$ cat config.mk
export PLATFORM = sky130hd
export DESIGN_NAME = multicycle_sequencer
export DESIGN_NICKNAME = d
export VERILOG_FILES = /design/src/rtl/multicycle_sequencer_pkg.sv /design/src/rtl/multicycle_sequencer_alu_decoder.sv /design/src/rtl/multicycle_sequencer.sv
export SDC_FILE = /design/constraint.sdc
export NUM_CORES = 1
export LEC_CHECK = 0
export CORE_UTILIZATION = 34
export CTS_CLUSTER_SIZE = 14
export DETAILED_ROUTE_END_ITERATION = 8
export GPL_TIMING_DRIVEN = 0
export SYNTH_ARGS = -nofsm -noshare
export SYNTH_HDL_FRONTEND = slang
export SYNTH_SLANG_ARGS = --single-unit
$ cat constraint.sdc
create_clock -name clk -period 1.9 [get_ports clk]
set_clock_uncertainty 0.1 [all_clocks]
set_input_delay 0.38 -clock clk [delete_from_list [all_inputs] [get_ports clk]]
set_output_delay 0.38 -clock clk [all_outputs]
set_load 0.1 [all_outputs]
$ cat src/rtl/multicycle_sequencer_pkg.sv
// Shared types and encodings for the multicycle RV32I control sequencer.
// Holds the FSM state enum, opcode/funct codes, ALU operation codes, and the
// datapath mux select codes driven by the sequencer.
package multicycle_sequencer_pkg;

    typedef enum logic [3:0] {
        S_FETCH,
        S_DECODE,
        S_MEM_ADDR,
        S_MEM_READ,
        S_MEM_WB,
        S_MEM_WRITE,
        S_EXEC_I,
        S_EXEC_R,
        S_ALU_WB,
        S_BRANCH,
        S_JAL,
        S_TRAP
    } state_t;

    localparam logic [6:0] OPCODE_LOAD   = 7'b0000011;
    localparam logic [6:0] OPCODE_STORE  = 7'b0100011;
    localparam logic [6:0] OPCODE_OP_IMM = 7'b0010011;
    localparam logic [6:0] OPCODE_OP     = 7'b0110011;
    localparam logic [6:0] OPCODE_BRANCH = 7'b1100011;
    localparam logic [6:0] OPCODE_JAL    = 7'b1101111;

    localparam logic [2:0] FUN3_BEQ  = 3'b000;
    localparam logic [2:0] FUN3_BNE  = 3'b001;
    localparam logic [2:0] FUN3_ADD  = 3'b000;
    localparam logic [2:0] FUN3_SLL  = 3'b001;
    localparam logic [2:0] FUN3_SLT  = 3'b010;
    localparam logic [2:0] FUN3_SLTU = 3'b011;
    localparam logic [2:0] FUN3_XOR  = 3'b100;
    localparam logic [2:0] FUN3_SR   = 3'b101;
    localparam logic [2:0] FUN3_OR   = 3'b110;
    localparam logic [2:0] FUN3_AND  = 3'b111;

    localparam logic [6:0] FUN7_BASE = 7'b0000000;
    localparam logic [6:0] FUN7_ALT  = 7'b0100000;

    // 4'b0000 is reserved as the "no valid operation" code.
    localparam logic [3:0] ALU_NONE = 4'b0000;
    localparam logic [3:0] ALU_ADD  = 4'b0001;
    localparam logic [3:0] ALU_SUB  = 4'b0010;
    localparam logic [3:0] ALU_SLL  = 4'b0011;
    localparam logic [3:0] ALU_SLT  = 4'b0100;
    localparam logic [3:0] ALU_SLTU = 4'b0101;
    localparam logic [3:0] ALU_XOR  = 4'b0110;
    localparam logic [3:0] ALU_SRL  = 4'b0111;
    localparam logic [3:0] ALU_SRA  = 4'b1000;
    localparam logic [3:0] ALU_OR   = 4'b1001;
    localparam logic [3:0] ALU_AND  = 4'b1010;

    localparam logic [1:0] ALU_OP_ADD   = 2'b00;
    localparam logic [1:0] ALU_OP_SUB   = 2'b01;
    localparam logic [1:0] ALU_OP_FUNCT = 2'b10;

    localparam logic [1:0] IMM_SRC_I = 2'b00;
    localparam logic [1:0] IMM_SRC_S = 2'b01;
    localparam logic [1:0] IMM_SRC_B = 2'b10;
    localparam logic [1:0] IMM_SRC_J = 2'b11;

    localparam logic [1:0] SRC_A_PC    = 2'b00;
    localparam logic [1:0] SRC_A_OLDPC = 2'b01;
    localparam logic [1:0] SRC_A_RS1   = 2'b10;

    localparam logic [1:0] SRC_B_RS2  = 2'b00;
    localparam logic [1:0] SRC_B_IMM  = 2'b01;
    localparam logic [1:0] SRC_B_FOUR = 2'b10;

    localparam logic [1:0] RESULT_ALUOUT = 2'b00;
    localparam logic [1:0] RESULT_DATA   = 2'b01;
    localparam logic [1:0] RESULT_ALU    = 2'b10;

    // States that drive mem_req and therefore run the wait counter.
    function automatic logic is_mem_state(input state_t s);
        return (s == S_FETCH) || (s == S_MEM_READ) || (s == S_MEM_WRITE);
    endfunction

endpackage

$ cat src/rtl/multicycle_sequencer_alu_decoder.sv
// ALU operation decoder.
// Ports: alu_op (sequencer request: ADD/SUB/by-funct), funct3, funct7,
//        op5 (opcode[5], distinguishes R-type from I-ALU), alu_control_c (ALU code).
module multicycle_sequencer_alu_decoder
    import multicycle_sequencer_pkg::*;
(
    input  logic [1:0] alu_op,
    input  logic [2:0] funct3,
    input  logic [6:0] funct7,
    input  logic       op5,
    output logic [3:0] alu_control_c
);

    // I-type ignores funct7 (it is immediate bits); R-type needs it zero.
    logic r_base;
    assign r_base = !op5 || (funct7 == FUN7_BASE);

    always_comb begin
        alu_control_c = ALU_NONE;
        case (alu_op)
            ALU_OP_ADD: alu_control_c = ALU_ADD;
            ALU_OP_SUB: alu_control_c = ALU_SUB;
            ALU_OP_FUNCT: begin
                case (funct3)
                    FUN3_ADD: begin
                        if (op5 && (funct7 == FUN7_ALT)) alu_control_c = ALU_SUB;
                        else if (r_base)                 alu_control_c = ALU_ADD;
                    end
                    FUN3_SLL:  if (funct7 == FUN7_BASE) alu_control_c = ALU_SLL;
                    FUN3_SLT:  if (r_base) alu_control_c = ALU_SLT;
                    FUN3_SLTU: if (r_base) alu_control_c = ALU_SLTU;
                    FUN3_XOR:  if (r_base) alu_control_c = ALU_XOR;
                    FUN3_SR: begin
                        if (funct7 == FUN7_BASE)     alu_control_c = ALU_SRL;
                        else if (funct7 == FUN7_ALT) alu_control_c = ALU_SRA;
                    end
                    FUN3_OR:   if (r_base) alu_control_c = ALU_OR;
                    FUN3_AND:  if (r_base) alu_control_c = ALU_AND;
                    default: ;
                endcase
            end
            default: ;
        endcase
    end

endmodule

$ cat src/rtl/multicycle_sequencer.sv
// Main control FSM for a multicycle RV32I datapath with one shared ALU and one
// unified memory port (req/ready). Steps FETCH -> DECODE -> EXEC/MEM -> WB.
// Ports: clk, rst (sync, active-high); opcode/funct3/funct7 from IR; alu_zero;
//        mem_ready; outputs mem_req/mem_we/adr_src, ir_write, pc_write,
//        reg_write_enable, alu_src_a/b, result_src, imm_src, alu_control,
//        instr_retired pulse, sticky illegal_instr / bus_error trap flags.
module multicycle_sequencer
    import multicycle_sequencer_pkg::*;
#(
    parameter int unsigned MEM_TIMEOUT = 255
) (
    input  logic       clk,
    input  logic       rst,
    input  logic [6:0] opcode,
    input  logic [2:0] funct3,
    input  logic [6:0] funct7,
    input  logic       alu_zero,
    input  logic       mem_ready,
    output logic       mem_req,
    output logic       mem_we,
    output logic       adr_src,
    output logic       ir_write,
    output logic       pc_write,
    output logic       reg_write_enable,
    output logic [1:0] alu_src_a,
    output logic [1:0] alu_src_b,
    output logic [1:0] result_src,
    output logic [1:0] imm_src,
    output logic [3:0] alu_control,
    output logic       instr_retired,
    output logic       illegal_instr,
    output logic       bus_error
);

    localparam int unsigned CNT_W = (MEM_TIMEOUT > 1) ? $clog2(MEM_TIMEOUT) : 1;

    state_t            state, state_next;
    logic [CNT_W-1:0]  wait_cnt, wait_cnt_next;
    logic              illegal_q, bus_q;
    logic              set_illegal, set_bus;
    logic              timeout_hit;
    logic [1:0]        alu_op;
    logic [3:0]        alu_control_dec;

    multicycle_sequencer_alu_decoder u_alu_decoder (
        .alu_op        (alu_op),
        .funct3        (funct3),
        .funct7        (funct7),
        .op5           (opcode[5]),
        .alu_control_c (alu_control_dec)
    );

    assign timeout_hit = (MEM_TIMEOUT != 0) && (wait_cnt == CNT_W'(MEM_TIMEOUT - 1));

    // Counter runs only while a memory state is stalled; any exit or entry restarts it.
    assign wait_cnt_next = (is_mem_state(state) && (state_next == state))
                           ? wait_cnt + CNT_W'(1) : '0;

    // State, wait counter and sticky trap cause.
    always_ff @(posedge clk) begin
        if (rst) begin
            state     <= S_FETCH;
            wait_cnt  <= '0;
            illegal_q <= 1'b0;
            bus_q     <= 1'b0;
        end else begin
            state    <= state_next;
            wait_cnt <= wait_cnt_next;
            if (set_illegal) illegal_q <= 1'b1;
            if (set_bus)     bus_q     <= 1'b1;
        end
    end

    // Next-state and control decode.
    always_comb begin
        state_next       = state;
        set_illegal      = 1'b0;
        set_bus          = 1'b0;
        alu_op           = ALU_OP_ADD;
        mem_req          = 1'b0;
        mem_we           = 1'b0;
        adr_src          = 1'b0;
        ir_write         = 1'b0;
        pc_write         = 1'b0;
        reg_write_enable = 1'b0;
        alu_src_a        = SRC_A_PC;
        alu_src_b        = SRC_B_RS2;
        result_src       = RESULT_ALUOUT;
        imm_src          = IMM_SRC_I;
        instr_retired    = 1'b0;
        illegal_instr    = illegal_q;
        bus_error        = bus_q;

        case (state)
            S_FETCH: begin
                mem_req   = 1'b1;
                alu_src_b = SRC_B_FOUR;
                if (mem_ready) begin
                    ir_write   = 1'b1;
                    pc_write   = 1'b1;
                    result_src = RESULT_ALU;
                    state_next = S_DECODE;
                end else if (timeout_hit) begin
                    set_bus    = 1'b1;
                    state_next = S_TRAP;
                end
            end
            S_DECODE: begin
                // ALUOut latches OldPC+imm; JAL needs the J-immediate for its target.
                alu_src_a = SRC_A_OLDPC;
                alu_src_b = SRC_B_IMM;
                imm_src   = (opcode == OPCODE_JAL) ? IMM_SRC_J : IMM_SRC_B;
                case (opcode)
                    OPCODE_LOAD, OPCODE_STORE: state_next = S_MEM_ADDR;
                    OPCODE_OP_IMM:             state_next = S_EXEC_I;
                    OPCODE_OP:                 state_next = S_EXEC_R;
                    OPCODE_BRANCH:             state_next = S_BRANCH;
                    OPCODE_JAL:                state_next = S_JAL;
                    default: begin
                        set_illegal = 1'b1;
                        state_next  = S_TRAP;
                    end
                endcase
            end
            S_MEM_ADDR: begin
                alu_src_a  = SRC_A_RS1;
                alu_src_b  = SRC_B_IMM;
                imm_src    = (opcode == OPCODE_STORE) ? IMM_SRC_S : IMM_SRC_I;
                state_next = (opcode == OPCODE_STORE) ? S_MEM_WRITE : S_MEM_READ;
            end
            S_MEM_READ: begin
                mem_req = 1'b1;
                adr_src = 1'b1;
                if (mem_ready) begin
                    state_next = S_MEM_WB;
                end else if (timeout_hit) begin
                    set_bus    = 1'b1;
                    state_next = S_TRAP;
                end
            end
            S_MEM_WB: begin
                result_src       = RESULT_DATA;
                reg_write_enable = 1'b1;
                instr_retired    = 1'b1;
                state_next       = S_FETCH;
            end
            S_MEM_WRITE: begin
                mem_req = 1'b1;
                mem_we  = 1'b1;
                adr_src = 1'b1;
                if (mem_ready) begin
                    instr_retired = 1'b1;
                    state_next    = S_FETCH;
                end else if (timeout_hit) begin
                    set_bus    = 1'b1;
                    state_next = S_TRAP;
                end
            end
            S_EXEC_I: begin
                alu_src_a  = SRC_A_RS1;
                alu_src_b  = SRC_B_IMM;
                alu_op     = ALU_OP_FUNCT;
                state_next = S_ALU_WB;
            end
            S_EXEC_R: begin
                alu_src_a  = SRC_A_RS1;
                alu_src_b  = SRC_B_RS2;
                alu_op     = ALU_OP_FUNCT;
                state_next = S_ALU_WB;
            end
            S_ALU_WB: begin
                reg_write_enable = 1'b1;
                instr_retired    = 1'b1;
                state_next       = S_FETCH;
            end
            S_BRANCH: begin
                alu_src_a = SRC_A_RS1;
                alu_src_b = SRC_B_RS2;
                alu_op    = ALU_OP_SUB;
                if ((funct3 == FUN3_BEQ) || (funct3 == FUN3_BNE)) begin
                    pc_write      = (funct3 == FUN3_BEQ) ? alu_zero : !alu_zero;
                    instr_retired = 1'b1;
                    state_next    = S_FETCH;
                end else begin
                    set_illegal = 1'b1;
                    state_next  = S_TRAP;
                end
            end
            S_JAL: begin
                // PC takes the target held in ALUOut while the ALU forms the link value.
                alu_src_a  = SRC_A_OLDPC;
                alu_src_b  = SRC_B_FOUR;
                pc_write   = 1'b1;
                state_next = S_ALU_WB;
            end
            S_TRAP: state_next = S_TRAP;
            default: state_next = S_FETCH;
        endcase

        // While reset is asserted every output reads as its reset value.
        alu_control = alu_control_dec;
        if (rst) begin
            mem_req          = 1'b0;
            mem_we           = 1'b0;
            adr_src          = 1'b0;
            ir_write         = 1'b0;
            pc_write         = 1'b0;
            reg_write_enable = 1'b0;
            alu_src_a        = 2'b00;
            alu_src_b        = 2'b00;
            result_src       = 2'b00;
            imm_src          = 2'b00;
            alu_control      = 4'b0000;
            instr_retired    = 1'b0;
            illegal_instr    = 1'b0;
            bus_error        = 1'b0;
        end
    end

endmodule

; ---- Word-level counts from Yosys, hierarchy flattened
; Index checks and enable logic that the tools add are counted.
[totals]
reg_bits = 14
latchBits = 0
ramBits = 0
mem_bits_ro = 0
input_bits = 21
out_inout_bits = 21
elab_cells = 118
mem_count = 0
[op_classes]
n_addsub = 1
multipliers = 0
div_mod_pow = 0
magnitude_cmp = 0
eq_ne = 29
shift = 0
n_mux = 59
n_bitwise = 1
n_reduce_logical = 24
[ops]
columns = operator, count
row1 = 4-bit case mux with 8 select lines, 2
row2 = 4-bit 2-to-1 mux, 11
row3 = 1-bit 2-to-1 mux, 26
row4 = "7-bit by 6-bit == test with 1-bit output, second input constant", 3
row5 = 2-bit case mux with 2 select lines, 5
row6 = 4-bit case mux with 5 select lines, 1
row7 = "4-bit by 3-bit == test with 1-bit output, second input constant", 4
row8 = "4-bit == test, second input constant", 4
row9 = "7-bit == test, second input constant", 2
row10 = 2-bit OR reduction, 7
row11 = "3-bit == test, second input constant", 4
row12 = 2-bit 2-to-1 mux, 6
row13 = 3-bit 2-to-1 mux, 4
row14 = 4-bit case mux with 3 select lines, 1
row15 = 3-bit OR reduction, 3
row16 = "8-bit by 1-bit adder with 8-bit output, second input constant", 1
row17 = "4-bit by 2-bit == test with 1-bit output, second input constant", 2
row18 = "8-bit == test, second input constant", 1
row19 = "7-bit by 2-bit == test with 1-bit output, second input constant", 1
row20 = "7-bit by 5-bit == test with 1-bit output, second input constant", 1
row21 = 7-bit zero test, 1
row22 = "3-bit by 2-bit == test with 1-bit output, second input constant", 2
row23 = 1-bit case mux with 3 select lines, 2
row24 = 6-bit OR reduction, 1
row25 = other kinds (14), 19

; ---- Depth between registers and ports, before layout
[logic_depth]
ltp_word = 8
depth_mapped = 8
depth_no_buf = 6

; ---- Hierarchy
; A second synthesis with hierarchy kept.
[unflattened]
cells_unflattened = 197
hier_area_um2 = 1468.9
[modules_own_cells]
columns = module, n_inst, cells_per_inst, area_per_inst_um2, seq_area_each_um2
row1 = multicycle_sequencer, 1, 165, 1262.5, 280.3
row2 = multicycle_sequencer_alu_decoder, 1, 32, 206.4, 0.0

; ---- Least setup slack after synthesis
; No wires, ideal clock.
[synth_path]
path_kind = input to output
start = in funct7[1]
end = out alu_control[2]
t_arrival_ns = 5.746
t_required_ns = 1.420
setup_slack_ns = -4.326
path_stages = 5
n_path_buf = 0
cell_sequence = nor4_1 -> nand2_1 -> nor2_1 -> o21ai_1 -> a2111oi_0
[synth_via]
elab_chain_len = 6
elab_cells_between_ends = 9
classes_between = 7 x mux / 2 x reduce/logical
[synth_rtl]
columns = element, line
row1 = start: declaration, multicycle_sequencer.sv:16  ; input logic [6:0] funct7,
row2 = 7-bit zero test (*), "multicycle_sequencer_alu_decoder.sv:16, multicycle_sequencer_alu_decoder.sv:34"
row3 = 1-bit logical OR, multicycle_sequencer_alu_decoder.sv:16  ; assign r_base = !op5 || (funct7 == FUN7_BASE);
row4 = "3-bit 2-to-1 mux, on equally long branches", "multicycle_sequencer_alu_decoder.sv:32, multicycle_sequencer_alu_decoder.sv:30, multicycle_sequencer_alu_decoder.sv:31"
row5 = 4-bit case mux with 8 select lines (*), multicycle_sequencer_alu_decoder.sv:24  ; case (funct3)
row6 = 4-bit case mux with 3 select lines (*), multicycle_sequencer_alu_decoder.sv:20  ; case (alu_op)
row7 = 4-bit 2-to-1 mux (*), multicycle_sequencer.sv:202  ; if (rst) begin
row8 = end: declaration, multicycle_sequencer.sv:29  ; output logic [3:0] alu_control,
; Mark *: on every way between the ends. The rest lies on a longest branch, timed or not.

; ---- Worst setup path after layout
[layout_path]
start = in funct7[2]
end = out alu_control[2]
; The elaborated chain is that of the path after synthesis.

==> impl_metrics.py <==
metrics = {
    "synthesis": {
        "syn_area_per_cell_um2": 7.35,
        "yosysMostFrequentCell": "nand2_1",
        "synth.top_cells.by_count": "21 x nand2_1, 19 x nor2_1, 14 x dfxtp_1",
        "synth-edff-count": 0,
        "synthCells": 188,
        "yosysSeqAreaShare_pct": 20.3,
        "synth-seq-cells": 14,
        "synth.area.top_cells": "dfxtp_1 20%, mux2i_1 6.5%, nand2_1 5.7%, xnor2_1 5.7%, nor2_1 5.2%",
        "synth_flop_cell": "dfxtp_1",
        "synth_fp_nets": 211,
        "synthesis.area_um2": 1380,
        "synth.distinct_cells": 51,
        "yosysTopAreaCell": "dfxtp_1",
        "synth_warnings": 0,
        "synth_top_area_share_pct": 20.3,
        "async_flop_share_pct": 0,
    },
    "pwr": {
        "power.density_nw_per_um2": 1360,
        "p_comb_share_pct": 82.1,
        "ir_drop_mv": 1.00,
        "static-leakage-power_nw": 1.20,
        "p_int_mw": 2.09,
        "power_mw": 4.26,
        "p_switching_mw": 2.17,
        "p_seq_share_pct": 10.9,
        "swShare_pct": 51.0,
        "clkPwrFrac_pct": 7.0,
    },
    "route": {
        "routedWlPerCell_um": 19.8,
        "drc": 0,
        "dr.pass1.iters": 4,
        "routed_wl_mm": 6.42,
        "num_vias": 1888,
        "drt_iter0_drc": 111,
        "postRouteAntennaNets": 0,
        "via_per_inst": 5.83,
    },
    "timing": {
        "min_period_ns": 2.22,
        "worstMarginPinSlew_ns": 0.489,
        "rsz0062_at_grt": "yes",
        "timing.final.crit_share_pct": 117,
        "hold_viol": 0,
        "finalWorstSetupSlack_ns": -0.321,
        "setup_viol": 24,
        "max_freq_ghz": 0.450,
        "maxSlewViolCount": 0,
        "relSlewSlack_pct": 67.6,
    },
    "min_path": {
        "hp-start": "bus_q$_SDFFE_PP0P_",
        "hold_class": "register to register",
        "min_to": "bus_q$_SDFFE_PP0P_",
        "holdPathStages": 2,
    },
    "floorplanning": {
        "die-area_um2": 4330,
        "core_um2": 3770,
        "io_pins": 42,
        "die_h_um": 65.8,
        "start_util_pct": 36.7,
        "core.rowCount": 22,
        "die-width_um": 65.8,
    },
    "worst_setup_path": {
        "end_kind": "output port",
        "cp.arrival_ns": 1.74,
        "cp-start-kind": "input pin",
        "path_max_fanout": 4,
        "required_ns": 1.42,
        "reg2reg_depth": 7,
        "path_class": "input pin to output port",
        "timing.rr.end": "wait_cnt[3]$_SDFF_PP0_",
        "setup.reg_to_reg.worst_slack_ns": -0.06,
        "r2r_start": "state[0]$_SDFF_PP0_",
    },
    "global_route": {
        "antenna_found_initial": 0,
        "grt_pass1_vias": 1815,
        "grt_use_total_pct": 26.9,
        "grt_pass1_wl_mm": 8.89,
        "grt-ovfl-total": 0,
        "grt_max_degree": 11,
    },
    "clock_network": {
        "clockBufferDepth": 2,
        "clk_pin_slew_ns": 0.06,
        "cts_buffers": 3,
        "cts-root-buf": "clkbuf_8",
        "h-tree-depth": 1,
        "cts.sinks": 14,
        "cts_tree": "built",
        "clock_latency_ns": 0.25,
    },
    "cells_and_area": {
        "n_antenna_cell": 0,
        "drive_gt1_share_pct": 63.8,
        "fin_nets": 300,
        "multiInputGateArea_um2": 1520,
        "fillCellCount": 198,
        "seqCellArea_um2": 302,
        "layout.cells.non_filler": 324,
        "syn_to_final_growth_pct": 126,
    },
    "run_status": {
        "violations": "setup timing",
        "status": "finished with violations",
    },
    "placed_design": {
        "port_buffers": 41,
        "place_ws_ns": -1.62,
        "dp_hpwl_mm": 3.53,
        "gp_congestion": 0.880,
        "dp_cells": 277,
    },
    "run": {
        "cap_viol_max_count": 0,
    },
}
power groups by stage:
stage	sequential [mW]	clock (mW)	combinational (mW)
floorplan	0.397	0	2.02
global placement	0.409	0	2.42
detailed placement	0.410	0	2.46
CTS	0.413	0.297	3.03
global route	0.470	0.311	3.61
finish	0.464	0.300	3.50
worst max-delay path, stage by stage:
cell       delay (ns)
buf_6            0.10
nor4_4           0.29
nand2_2          0.11
nor2_4           0.16
o21ai_2          0.09
a2111oi_4        0.33
buf_6            0.28
registers in the layout (all words and copies together) (netlist names):
name,cells
wait_cnt,8
bus_q,1
illegal_q,1
state,4
per-layer routing:
layer  wire length (um)  global-route usage, %  part of all wire, %  vias up
met4                138                   5.43                  2.2        0
met1               2700                   35.2                   42      927
met2               3270                   46.7                   51       71
li1                   -                      -                    -      873
met5                  0                      0                    0        -
met3                309                   3.45                  4.8       17
layout make-up:
cell class | count | area share (%)
Multi-Input combinational cell | 153 | 48.6
Timing Repair Buffer | 86 | 31.2
Sequential cell | 14 | 9.64
Buffer | 12 | 5.96
Tap cell | 48 | 1.92
Clock buffer | 4 | 1.76
Inverter | 7 | 0.920
stage by stage:
stage | TNS [ns] | hold slack (ns) | instance area [um2] | util (%)
3_5_place_dp | -35.93 | 0.410 | 2300 | 61.1
5_1_grt | -3.94 | 0.461 | 3130 | 82.9
3_3_place_gp | -35.35 | 0.401 | 2300 | 61.1
2_1_floorplan | -6.91 | 0.381 | 1830 | -
6_report | -2.52 | 0.419 | 3130 | 82.9
4_1_cts | -2.47 | 0.423 | 2880 | 76.4
repair_timing:
action,4_1_cts,5_1_grt
gates cloned,1,0
pin swaps,34,20
resized for setup,256,50
setup endpoints to repair,35,28
setup buffers,26,19
hold buffers,0,0
how the worst max path moves through the flow:
stage               startpoint              to
global placement           rst    alu_src_a[0]
global route         funct7[2]  alu_control[2]
finish               funct7[2]  alu_control[2]
floorplan            funct7[1]  alu_control[2]
CTS                  funct7[2]  alu_control[0]
detailed placement   funct7[1]  alu_control[2]
cell families after synthesis:
family	synth area share, %
adders and majority gates	1.81
xor gates and xnor gates	7.60
AOI/OAI and AO/OA	20.0
buffers and inverters	7.78
DFF	20.3
and+or+nand+nor	36.0
muxes	6.52
placed cells by master (no fill, tap or decap), drive strengths merged, types with 2 or more instances in the layout:
| master | netlist | layout |
|---|---|---|
| buf | 9 | 79 |
| nand2 | 21 | 21 |
| nor2 | 20 | 20 |
| dfxtp | 14 | 14 |
| a21oi | 12 | 12 |
| clkbuf | 5 | 12 |
| nand4 | 11 | 11 |
| xnor2 | 9 | 9 |
| mux2i | 9 | 9 |
| nand3 | 8 | 8 |
| inv | 7 | 7 |
| nor4 | 6 | 6 |
| dlygate4sd2 | 0 | 6 |
| nor3 | 6 | 6 |
| clkdlybuf4s15 | 0 | 5 |
| nand2b | 4 | 4 |
| nor2b | 4 | 4 |
| o21ai | 4 | 4 |
| a2111oi | 3 | 3 |
| nand3b | 3 | 3 |
| xor2 | 3 | 3 |
| and3 | 3 | 3 |
| o32ai | 2 | 2 |
| o211ai | 2 | 2 |
| and4 | 2 | 2 |
| a22o | 2 | 2 |
| ha | 2 | 2 |
| a311oi | 2 | 2 |
No activity file was read; power rests on OpenSTA's default activity.
==> variant 1, RTL diff (config.mk and constraints unchanged) <==
The parameter `MEM_TIMEOUT` goes from 255 to 510.
--- a/src/rtl/multicycle_sequencer.sv
+++ b/src/rtl/multicycle_sequencer.sv
@@ -7,7 +7,7 @@
 module multicycle_sequencer
     import multicycle_sequencer_pkg::*;
 #(
-    parameter int unsigned MEM_TIMEOUT = 255
+    parameter int unsigned MEM_TIMEOUT = 510
 ) (
     input  logic       clk,
     input  logic       rst,
Check against the original RTL: no difference found for any inputs over 10 cycles, from zero or initial values and one cycle with rst high; that may be too few to reach the edited logic, so the function may still have changed.
==> variant 1 against the original RTL <==
- setup slack improved by 52 ps
- largest cell class unchanged
- total power increased by 4.2%
- critical endpoint is now alu_control[0]
- combinational power increased by 6.9%
- first-iteration DRC count increased by 52%
- sequential cell count increased by 1
- final area increased by 3.5%
- synthesized area decreased by 0.72%
- the run still ends with negative setup slack left
- routed wire length increased by 0.92%
==> variant 1: results (changes against the original RTL) <==
finish:
  buf_share: 0.373  # +0.00127
  multi_input_comb_area_mm2: 0.00158  # +4.1%
  fillCellCount: 195  # -1.5%
  layout-drive-gt1-share: 0.594  # -0.0434
  share_of_cell_area_taken_by_multi_input_logic_gates: 0.489  # +0.00280
  clockNetworkAreaShare: 0.0143  # -0.00330
  comb.multi_input.count: 161  # +5.2%
  final.clkbuf_count: 3  # -1
  largestRegisters: "wait_cnt x9, state x4"
  area.sequential_um2: 312  # +3.3%
  buffers_excl_clock: 94  # -4.1%
  antenna_cells: 0  # unchanged
  nets: 305  # +1.7%
synthesis:
  seq_area_frac_synth: 0.219  # +0.0161
  syn_avg_cell_area_um2: 6.97  # -5.3%
  synth.distinct_cells: 44  # -14%
  synthTopCellsByCount: "sky130_fd_sc_hd__nor3_1, sky130_fd_sc_hd__nor2_1, sky130_fd_sc_hd__dfxtp_1, sky130_fd_sc_hd__nand2_1, sky130_fd_sc_hd__o21ai_0"
  asyncSetResetFlopFracSynth: 0  # unchanged
  syn-num-nets: 220  # +4.3%
  synth.top_cells.by_area: "sky130_fd_sc_hd__dfxtp_1, sky130_fd_sc_hd__nor3_1, sky130_fd_sc_hd__xnor2_1, sky130_fd_sc_hd__nor2_1, sky130_fd_sc_hd__o21ai_0"
  synth_cells: 197  # +4.8%
clock_tree:
  cts_setup_buffers: 20  # -23%
  worstSkewPairLatency_ps: 250  # about the same
  clock-sinks: 15  # +1
  htree_levels: 1  # unchanged
  cts.repair.resized: 250  # -2.3%
drt:
  total_iterations_of_the_first_detailed_routing_run: 6  # +2
  drt-vias-per-instance: 6.11  # +4.8%
  via_count: 2009  # +6.4%
  detail_route.wirelength_um: 6480  # +0.92%
  detail_route.iter0.violations: 169  # +52%
  drc: 0  # unchanged
placement:
  place_area_mm2: 0.00235  # +2.2%
  dp_worst_setup_slack_ps: -1640  # -21.0 ps
  dpl.cell_count: 284  # +2.5%
  gp_congestion: 0.843  # -4.3%
  numPortBuffers: 39  # -4.9%
  dp.final_hpwl_um: 3390  # -3.9%
status:
  run_status: "finished with violations"
  failing_checks: "negative setup slack"
min_path:
  hold_path_class: "reg2reg"
  hp-start: "illegal_q"
timing:
  setup_viol_count_final: 27  # +13%
  worst_slew_pin_slew_ps: 547  # +57.4 ps
  timing.setup.tns_ps: -3870  # -1340 ps
  max_clock_freq_mhz: 461  # +2.4%
  setup_slack_ps: -269  # +52.1 ps
global_routing:
  grt_first_pass_wirelength_um: 8740  # -1.7%
  first_global_vias: 1797  # -0.99%
  grt_usage: 0.265  # -0.00381
  grt_max_degree: 11  # unchanged
  initial_antenna_violation_count: 0  # unchanged
power_and_ir_drop:
  cellLeakagePower_nw: 1.20  # -0.16%
  peakVddDrop_uv: 590  # -41%
worst_setup_path:
  critPathMaxFanout: 5  # +1
  critical_path.reg2reg.startpoint: "state[1]"
  critical_path_arrival_ps: 1690  # -50 ps
  timing.critical_path.from: "funct7[6]"
variant 1: cell types whose count changed in the layout (fill, tap and decap cells not counted), moves of 6 or more:
cell,change
sky130_fd_sc_hd__nor2_1,+6
sky130_fd_sc_hd__nand2_1,-6
sky130_fd_sc_hd__mux2i_1,-6
sky130_fd_sc_hd__nor3_1,+8
sky130_fd_sc_hd__nor3_4,+8
sky130_fd_sc_hd__nand4_1,-6
variant 1: power breakdown:
group / leakage (nW) / total, mW / switching, mW / internal [mW]
clock network: 0.0255 / 0.268 / 0.123 / 0.146
logic: 1.05 / 3.74 / 2.06 / 1.68
registers: 0.124 / 0.433 / 0.0541 / 0.379
variant 1: worst paths after layout:
kind	to	slack, ps	cells past startpoint
worst max register to register	wait_cnt[5]	-150	7
worst max-delay path	alu_control[0]	-270	7
worst min-delay path	illegal_q	390	2
worst min register to register	illegal_q	390	2
variant 1: critical path: stages:
cell and delay (ps):
sky130_fd_sc_hd__buf_6 100, sky130_fd_sc_hd__nor4_4 260, sky130_fd_sc_hd__nand2_2 130, sky130_fd_sc_hd__o21ai_2 190, sky130_fd_sc_hd__a31oi_4 120, sky130_fd_sc_hd__a311oi_4 280, sky130_fd_sc_hd__buf_12 220
variant 1: routing by layer:
layer,GRT usage,vias to the layer above,routed length [um]
li1,-,901,-
met1,0.345,941,2580
met2,0.441,140,3210
met3,0.0451,27,485
met4,0.0870,0,203
met5,0,-,0
variant 1: cells by family after synthesis:
kind of cell	Yosys count	share of synthesized area
compound gates	46	0.222
xor+xnor	12	0.0766
fa+ha+maj	2	0.0182
buf+inv	22	0.0757
flops	15	0.219
mux	1	0.00729
simple gates	99	0.382
==> variant 2, RTL diff (same flow settings) <==
Made on the original files. The 12 states of `state_t` get a one-hot encoding in 12 bits.
--- a/src/rtl/multicycle_sequencer_pkg.sv
+++ b/src/rtl/multicycle_sequencer_pkg.sv
@@ -3,19 +3,19 @@
 // datapath mux select codes driven by the sequencer.
 package multicycle_sequencer_pkg;
 
-    typedef enum logic [3:0] {
-        S_FETCH,
-        S_DECODE,
-        S_MEM_ADDR,
-        S_MEM_READ,
-        S_MEM_WB,
-        S_MEM_WRITE,
-        S_EXEC_I,
-        S_EXEC_R,
-        S_ALU_WB,
-        S_BRANCH,
-        S_JAL,
-        S_TRAP
+    typedef enum logic [11:0] {
+        S_FETCH     = 12'b000000000001,
+        S_DECODE    = 12'b000000000010,
+        S_MEM_ADDR  = 12'b000000000100,
+        S_MEM_READ  = 12'b000000001000,
+        S_MEM_WB    = 12'b000000010000,
+        S_MEM_WRITE = 12'b000000100000,
+        S_EXEC_I    = 12'b000001000000,
+        S_EXEC_R    = 12'b000010000000,
+        S_ALU_WB    = 12'b000100000000,
+        S_BRANCH    = 12'b001000000000,
+        S_JAL       = 12'b010000000000,
+        S_TRAP      = 12'b100000000000
     } state_t;
 
     localparam logic [6:0] OPCODE_LOAD   = 7'b0000011;
Behaviour: no difference found for any inputs over 10 cycles, from zero or initial values and one cycle with rst high; not proved beyond that.
==> variant 2 against the original RTL <==
- the flow finishes with violations (design-rule violations, negative setup slack)
- sequential cell count grew 8
- routed wire length is 9.6% lower
- critical path depth unchanged
- setup slack worse by 340 ps
- final area rose by 0.32%
- synthesized area up 16%
- critical path type is now reg2out
- highest routed layer unchanged
Power is left out: it rests on default switching activity, and per cell area and clock period it moved more than threefold.
==> variant 2: results (changes against the original RTL) <==
status:
  run_status: "finished with violations"
  failing_checks: "design-rule violations, negative setup slack"
synthesis:
  synth.top_cells.by_area: "sky130_fd_sc_hd__dfxtp_1, sky130_fd_sc_hd__nor2_1, sky130_fd_sc_hd__xor2_1, sky130_fd_sc_hd__a21oi_1, sky130_fd_sc_hd__nor3_1"
  syn-num-nets: 231  # +9.5%
  synth_cells: 208  # +11%
  seq_area_frac_synth: 0.275  # +0.0727
  synthesis.area_mm2: 0.00160  # +16%
  synth.distinct_cells: 49  # -3.9%
  synth_register_bits: 22  # +8
  synthTopCellsByCount: "sky130_fd_sc_hd__nor2_1, sky130_fd_sc_hd__dfxtp_1, sky130_fd_sc_hd__nand2_1, sky130_fd_sc_hd__a21oi_1, sky130_fd_sc_hd__nor3_1"
worst_setup_path:
  crit_path_slowest_cell: "sky130_fd_sc_hd__dfxtp_4"
  setup.worst_path.end: "imm_src[0]"
  critPathMaxFanout: 5  # +1
  ff2ff_path_depth: 13  # +6
  cp_slowest_stage_delay_ps: 380  # +50 ps
  timing.critical_path.from: "state[10]"
  critical_path.reg2reg.endpoint: "bus_q"
timing:
  timing.setup.tns_ps: -13620  # -11090 ps
  setup_slack_ps: -661  # -340 ps
  worst_slew_pin_slew_ps: 447  # -42.0 ps
  setup_viol_count_final: 30  # +25%
drt:
  drc: 8  # +8
  total_iterations_of_the_first_detailed_routing_run: 6  # +2
  via_count: 1937  # +2.6%
  drt-vias-per-instance: 5.71  # -1.9%
  detail_route.iter0.violations: 124  # +12%
placement:
  gp_congestion: 0.796  # -9.6%
  dpl.cell_count: 300  # +8.3%
  dp.final_hpwl_um: 3470  # -1.8%
  place_area_mm2: 0.00231  # +0.16%
  dp_worst_setup_slack_ps: -1840  # -217 ps
global_routing:
  first_global_vias: 1816  # +0.055%
  grt_max_degree: 12  # +1
  grt_usage: 0.220  # -0.0485
  grt_first_pass_wirelength_um: 8800  # -0.93%
finish:
  antenna_cells: 0  # unchanged
  clockNetworkAreaShare: 0.0132  # -0.00444
  layout-drive-gt1-share: 0.519  # -0.119
  nets: 312  # +4.0%
  comb.multi_input.count: 166  # +8.5%
  buf_share: 0.319  # -0.0530
  largestRegisters: "state x12, wait_cnt x8"
  fin_area_mm2: 0.00314  # +0.32%
  buffers_excl_clock: 87  # -11%
  seq-cell-share: 0.147  # +0.0504
  multi_input_comb_area_mm2: 0.00152  # +0.33%
  final.clkbuf_count: 3  # -1
  n_all_inverters: 9  # +2
clock_tree:
  cts_setup_buffers: 24  # -7.7%
  clkSlewWorstSetupHoldPaths_ps: 80  # +20 ps
  cts.repair.resized: 269  # +5.1%
min_path:
  hold_depth: 1  # -1
-- variant 2: worst min-delay path by stage --
stage           startpoint          end  slack, ps
4_1_cts        wait_cnt[0]  wait_cnt[0]        390
6_report       wait_cnt[0]  wait_cnt[0]        390
3_5_place_dp     illegal_q    illegal_q        370
3_3_place_gp     illegal_q    illegal_q        350
5_1_grt        wait_cnt[0]  wait_cnt[0]        410
2_1_floorplan    illegal_q    illegal_q        330
-- variant 2: cells by family (layout without fill, tap and decap cells) --
group,after synthesis,count (layout),share of synthesized area
AO/OA/AOI/OAI,39,39,0.168
adder cells (fa/ha/maj),2,2,0.0156
flip-flops,22,22,0.275
XOR/XNOR,12,12,0.0657
AND/OR/NAND/NOR,112,112,0.404
buffers and inverters,20,99,0.0642
multiplexers,1,1,0.00704
-- variant 2: routing by layer --
metal  share of wire  up-vias  track usage
met4           0.011        0       0.0556
met3           0.034        6       0.0385
li1                -      932            -
met1            0.46      957        0.288
met5               0        -            0
met2            0.50       42        0.380
